## src/rtl/ct_mmu_sysmap_arb_pkg.sv

```systemverilog
// Shared widths, requester-id encodings and small helpers for the MMU sysmap lookup arbiter.
package ct_mmu_sysmap_arb_pkg;

    localparam int unsigned ADDR_WIDTH = 28;
    localparam int unsigned FLG_WIDTH  = 5;
    localparam int unsigned ENTRY_NUM  = 8;
    localparam int unsigned REQ_NUM    = 3;

    localparam logic [REQ_NUM-1:0] ARB_ID_PTW  = 3'b001;
    localparam logic [REQ_NUM-1:0] ARB_ID_ITLB = 3'b010;
    localparam logic [REQ_NUM-1:0] ARB_ID_DTLB = 3'b100;

    // Requester index 0..2 (PTW, ITLB, DTLB); value 3 is never used.
    typedef logic [1:0] rr_idx_t;

    function automatic rr_idx_t rr_next(input rr_idx_t idx);
        return (idx == 2'd2) ? 2'd0 : idx + 2'd1;
    endfunction

    function automatic logic is_onehot(input logic [ENTRY_NUM-1:0] vec);
        return (vec != '0) && ((vec & (vec - 1'b1)) == '0);
    endfunction

endpackage

```

## src/rtl/ct_mmu_sysmap_rr_arb.sv

```systemverilog
// Three-way round-robin grant; the pointer names the requester with highest priority next cycle.
module ct_mmu_sysmap_rr_arb
    import ct_mmu_sysmap_arb_pkg::*;
(
    input  logic               clk,
    input  logic               rst_n,
    input  logic [REQ_NUM-1:0] req,
    input  logic               en,
    input  logic               flush,
    output logic [REQ_NUM-1:0] gnt
);

    rr_idx_t ptr_q, ptr_d;
    rr_idx_t cand, win;
    logic    found;

    always_comb begin
        gnt   = '0;
        found = 1'b0;
        win   = ptr_q;
        cand  = ptr_q;
        if (en && !flush) begin
            for (int k = 0; k < REQ_NUM; k++) begin
                if (!found && req[cand]) begin
                    found = 1'b1;
                    win   = cand;
                end
                cand = rr_next(cand);
            end
        end
        if (found) begin
            gnt[win] = 1'b1;
        end
        ptr_d = found ? rr_next(win) : ptr_q;
    end

    always_ff @(posedge clk or negedge rst_n) begin
        if (!rst_n) begin
            ptr_q <= 2'd0;
        end else begin
            ptr_q <= ptr_d;
        end
    end

endmodule

```

## src/rtl/ct_mmu_sysmap_arb.sv

```systemverilog
// Arbitrates PTW/ITLB/DTLB sysmap lookups: grant, register address for lookup, register response.
module ct_mmu_sysmap_arb
    import ct_mmu_sysmap_arb_pkg::*;
(
    input  logic                  forever_cpuclk,
    input  logic                  cpurst_b,
    input  logic                  ptw_arb_vld,
    input  logic [ADDR_WIDTH-1:0] ptw_arb_pa,
    input  logic                  itlb_arb_vld,
    input  logic [ADDR_WIDTH-1:0] itlb_arb_pa,
    input  logic                  dtlb_arb_vld,
    input  logic [ADDR_WIDTH-1:0] dtlb_arb_pa,
    input  logic                  mmu_arb_flush,
    output logic [REQ_NUM-1:0]    arb_gnt,
    output logic [ADDR_WIDTH-1:0] arb_sysmap_pa_y,
    input  logic [FLG_WIDTH-1:0]  sysmap_arb_flg_y,
    input  logic [ENTRY_NUM-1:0]  sysmap_arb_hit_y,
    output logic                  arb_rsp_vld,
    output logic [REQ_NUM-1:0]    arb_rsp_id,
    output logic [FLG_WIDTH-1:0]  arb_rsp_flg,
    output logic [ENTRY_NUM-1:0]  arb_rsp_hit,
    output logic                  arb_rsp_err
);

    logic [REQ_NUM-1:0]    gnt;
    logic [ADDR_WIDTH-1:0] gnt_pa;

    logic                  stg_vld_q;
    logic [REQ_NUM-1:0]    stg_id_q;
    logic [ADDR_WIDTH-1:0] stg_pa_q;

    logic                  rsp_vld_q;
    logic [REQ_NUM-1:0]    rsp_id_q;
    logic [FLG_WIDTH-1:0]  rsp_flg_q;
    logic [ENTRY_NUM-1:0]  rsp_hit_q;
    logic                  rsp_err_q;

    ct_mmu_sysmap_rr_arb u_rr_arb (
        .clk   (forever_cpuclk),
        .rst_n (cpurst_b),
        .req   ({dtlb_arb_vld, itlb_arb_vld, ptw_arb_vld}),
        .en    (1'b1),
        .flush (mmu_arb_flush),
        .gnt   (gnt)
    );

    always_comb begin
        gnt_pa = '0;
        unique case (gnt)
            ARB_ID_PTW:  gnt_pa = ptw_arb_pa;
            ARB_ID_ITLB: gnt_pa = itlb_arb_pa;
            ARB_ID_DTLB: gnt_pa = dtlb_arb_pa;
            default:     gnt_pa = '0;
        endcase
    end

    // Address only loads on a grant so the lookup input does not toggle when idle.
    always_ff @(posedge forever_cpuclk or negedge cpurst_b) begin
        if (!cpurst_b) begin
            stg_vld_q <= 1'b0;
            stg_id_q  <= '0;
            stg_pa_q  <= '0;
        end else begin
            stg_vld_q <= |gnt;
            if (|gnt) begin
                stg_id_q <= gnt;
                stg_pa_q <= gnt_pa;
            end
        end
    end

    // A flush kills the lookup sitting in stage 1 by suppressing its valid only.
    always_ff @(posedge forever_cpuclk or negedge cpurst_b) begin
        if (!cpurst_b) begin
            rsp_vld_q <= 1'b0;
            rsp_id_q  <= '0;
            rsp_flg_q <= '0;
            rsp_hit_q <= '0;
            rsp_err_q <= 1'b0;
        end else begin
            rsp_vld_q <= stg_vld_q & ~mmu_arb_flush;
            if (stg_vld_q) begin
                rsp_id_q  <= stg_id_q;
                rsp_flg_q <= sysmap_arb_flg_y;
                rsp_hit_q <= sysmap_arb_hit_y;
                rsp_err_q <= ~is_onehot(sysmap_arb_hit_y);
            end
        end
    end

    assign arb_gnt         = gnt;
    assign arb_sysmap_pa_y = stg_pa_q;
    assign arb_rsp_vld     = rsp_vld_q;
    assign arb_rsp_id      = rsp_id_q;
    assign arb_rsp_flg     = rsp_flg_q;
    assign arb_rsp_hit     = rsp_hit_q;
    assign arb_rsp_err     = rsp_err_q;

endmodule

```

## config.mk

```make
export PLATFORM = sky130hd
export DESIGN_NAME = ct_mmu_sysmap_arb
export DESIGN_NICKNAME = d
export VERILOG_FILES = /design/src/rtl/ct_mmu_sysmap_arb_pkg.sv /design/src/rtl/ct_mmu_sysmap_rr_arb.sv /design/src/rtl/ct_mmu_sysmap_arb.sv
export SDC_FILE = /design/constraint.sdc
export NUM_CORES = 1
export LEC_CHECK = 0
export BUFFER_PORTS_ARGS = -buffer_cell sky130_fd_sc_hd__clkbuf_2
export CAP_MARGIN = 10
export CORE_MARGIN = 3
export CORE_UTILIZATION = 40
export DETAILED_ROUTE_END_ITERATION = 6
export HOLD_SLACK_MARGIN = 0.15
export PLACE_DENSITY = 0.84
export SLEW_MARGIN = 20
export SYNTH_ARGS = -nofsm -noshare
export SYNTH_HDL_FRONTEND = slang
export SYNTH_SLANG_ARGS = --single-unit
```

## constraint.sdc

```tcl
create_clock -name forever_cpuclk -period 3 [get_ports forever_cpuclk]
set_clock_uncertainty 0.2 [all_clocks]
set_input_delay 0.15 -clock forever_cpuclk [delete_from_list [all_inputs] [get_ports forever_cpuclk]]
set_output_delay 0.15 -clock forever_cpuclk [all_outputs]
set_load 0.05 [all_outputs]
```

==> impl_metrics.env <==
export IMPL_grt_pass1_wl_um=13400
export IMPL_ys_types=35
export IMPL_initial_core_util_pct=42.9
export IMPL_syn_nets=284
export IMPL_grt_max_degree=34
export IMPL_grt_use_met2_pct=42.2
export IMPL_synthXorXnorAreaFrac_pct=0.357
export IMPL_hold_ws_ns=0.247
export IMPL_coreArea_um2=5710
export IMPL_drt_initial_drc_count=107
export IMPL_cts_max_level=2
export IMPL_final_layout_size_suffix_gt1_share_pct=45.2
export IMPL_setup_tns_ns=0
export IMPL_synth_compound_area_share_pct=28.1
export IMPL_synth_top_family_by_area="compound AO/OA/AOI/OAI gates"
export IMPL_status="finished, final reports clean"
export IMPL_die_w_um=84.3
export IMPL_hold_viol=0
export IMPL_routedWlPerCell_um=17.7
export IMPL_synth_edf_count=0
export IMPL_drv_cap=0
export IMPL_ios=152
export IMPL_dieHeight_um=84.3
export IMPL_syn_to_final_growth_pct=63.8
export IMPL_cp_end_kind="register"
export IMPL_layout_common_cells="clkbuf_2 (151), dlygate4sd3_1 (74), dfrtp_1 (52)"
export IMPL_crit_type="input pin to register"
export IMPL_final_area_um2=4020
export IMPL_dp_hpwl_um=5020
export IMPL_fin_crit_ns=2.72
export IMPL_clk_pin_slew_ns=0.09
export IMPL_critical_path_max_fanout=17
export IMPL_final_nets=505
export IMPL_synth_area_mux_share_pct=7.76
export IMPL_met1_usage_pct=27.6
export IMPL_fp_row_count=27
export IMPL_io_buffers=151
export IMPL_power_density_nw_per_um2=590
export IMPL_yosys_warnings=0
export IMPL_critPathLaunchType="input pin"
export IMPL_clk_path_buf_depth=2
export IMPL_netlist_instances=181
export IMPL_track_usage_pct=24.1
export IMPL_grt_pass1_vias=2754
export IMPL_dr_pass1_iters=4
export IMPL_worstPathArrival_ns=2.74
export IMPL_cts_num_sinks=52
export IMPL_fmax_mhz=368
export IMPL_cp_data_required_time_ns=3.03
export IMPL_die_area_um2=7100
export IMPL_ant_nets=0
export IMPL_syn_area_per_cell_um2=13.5
export IMPL_finalCritPeriodShare_pct=90.6
export IMPL_async_flop_share_pct=100
export IMPL_rsz0062_at_grt="no"
export IMPL_max_slew_worst_pin_slew_ns=0.751
export IMPL_power_leakage_nw=2.07
export IMPL_synth_fa_ha_area_share_pct=0.408
export IMPL_num_vias=2623
export IMPL_max_slew_margin_pct=50.0
export IMPL_drv_slew=0
export IMPL_antenna_found_initial=2
export IMPL_post_cts_resized=0
export IMPL_finalSetupViolations=0
export IMPL_cts_root_buffer="clkbuf_8"
export IMPL_routabilityCongestion=0.778
export IMPL_numCtsBuffers=5
export IMPL_synth_seq_cells=52
export IMPL_grt_most_used_layer="met2"
export IMPL_post_cts_setup_buffer_count=0
export IMPL_yosys_area_share_simple_pct=2.86
export IMPL_synth_flop_cell="dfrtp_1"
export IMPL_dpl_cell_area_um2=3180
export IMPL_drt_wl_total_um=8450
export IMPL_irDropWorstVdd_uv=372
export IMPL_clk_insertion_delay_late_ns=0.29
export IMPL_vias_per_cell=5.50
export IMPL_cts_tree="yes"
export IMPL_drc_errors=0
export IMPL_yosysSeqAreaShare_pct=53.1
export IMPL_hold_class="input pin to asynchronous set/reset pin"
export IMPL_grt_overflow=0
export IMPL_final_common_cell="clkbuf_2"
export IMPL_synth_area_um2=2450
export IMPL_use_met3_pct=6.18
[state kept, by name, summed over array words and instances, names as in the netlist]
| name | flops |
|---|---|
| arb_rsp_hit | 8 |
| u_rr_arb.ptr_q | 2 |
| arb_sysmap_pa_y | 28 |
| stg_id_q | 3 |
| arb_rsp_id | 3 |
| arb_rsp_flg | 5 |
| arb_rsp_vld | 1 |
| stg_vld_q | 1 |
| arb_rsp_err | 1 |
[power breakdown]
part | leakage [nW] | switching [mW] | internal (mW)
Clock | 0.0455 | 0.208 | 0.188
Sequential | 0.632 | 0.0895 | 0.822
Combinational | 1.40 | 0.648 | 0.414
[routing by layer]
layer  vias to the layer above  routed length [µm]
met5                         -                   0
li1                       1166                   -
met4                         0                 255
met1                      1270                3120
met3                        17                 788
met2                       170                4280
[critical path: stages]
cell	delay (ns)
dlygate4sd3_1	0.53
clkbuf_2	0.14
inv_1	0.06
o21ai_0	0.12
a211oi_4	0.64
buf_4	0.35
a221o_1	0.17
dlygate4sd3_1	0.58
[Yosys cell counts, types with 2 or more instances]
library cell | instances | share of area (%)
a22o_1 | 27 | 9.6
buf_6 | 8 | 3.7
clkbuf_1 | 2 | 0.31
nand2b_1 | 3 | 0.77
inv_1 | 6 | 0.92
clkbuf_8 | 4 | 2.2
dfrtp_1 | 52 | 53
a221o_1 | 28 | 11
nor2_1 | 2 | 0.31
a21o_1 | 4 | 1.2
o21ai_0 | 4 | 0.82
a21oi_1 | 3 | 0.61
mux2_2 | 16 | 7.4
[through the flow]
stage	utilization (%)	total power, mW	cells	setup slack, ns
floorplan	-	1.56	181	1.24
global placement	55.7	1.79	393	0.968
detailed placement	55.7	1.80	393	0.921
CTS	70.2	2.36	475	0.331
global route	70.3	2.47	477	0.183
finish	70.3	2.37	477	0.282
[what timing repair did]
| item | in CTS | in global routing |
|---|---|---|
| endpoints found under the setup margin | 0 | 0 |
| hold buffers | 74 | 0 |
| hold endpoints to repair | 64 | 0 |
[kinds of logic (layout without fill, tap and decap cells)]
kind of cell,count (synthesis),after routing
XOR/XNOR,1,1
adder cells (fa/ha/maj),1,1
flip-flops,52,52
other,0,2
AND/OR/NAND/NOR,12,12
buffers and inverters,21,243
AO/OA/AOI/OAI,77,77
multiplexers,17,17
[path summary, 6_finish.rpt]
| check | from | endpoint | slack (ns) | cells after the start |
|---|---|---|---|---|
| min | cpurst_b | arb_sysmap_pa_y[6] | 0.25 | 2 |
| max in group asynchronous | cpurst_b | stg_id_q[1] | 1.54 | 3 |
| max reg2reg | u_rr_arb.ptr_q[0] | arb_sysmap_pa_y[11] | 0.32 | 6 |
| min reg2reg | stg_id_q[0] | stg_id_q[0] | 0.28 | 1 |
| max | dtlb_arb_vld | arb_sysmap_pa_y[11] | 0.28 | 8 |
| min in group forever_cpuclk | stg_id_q[0] | stg_id_q[0] | 0.28 | 1 |
[cell type report]
class,instances,area (µm²)
inverter,6,22.5
sequential,52,1300
antenna,2,5.00
multi-input combinational,108,980
tap,72,90.1
clock buffer,8,90.1
fill,413,1690
timing repair buffer,229,1530
Note: power is estimated with default switching activity, not from simulation.
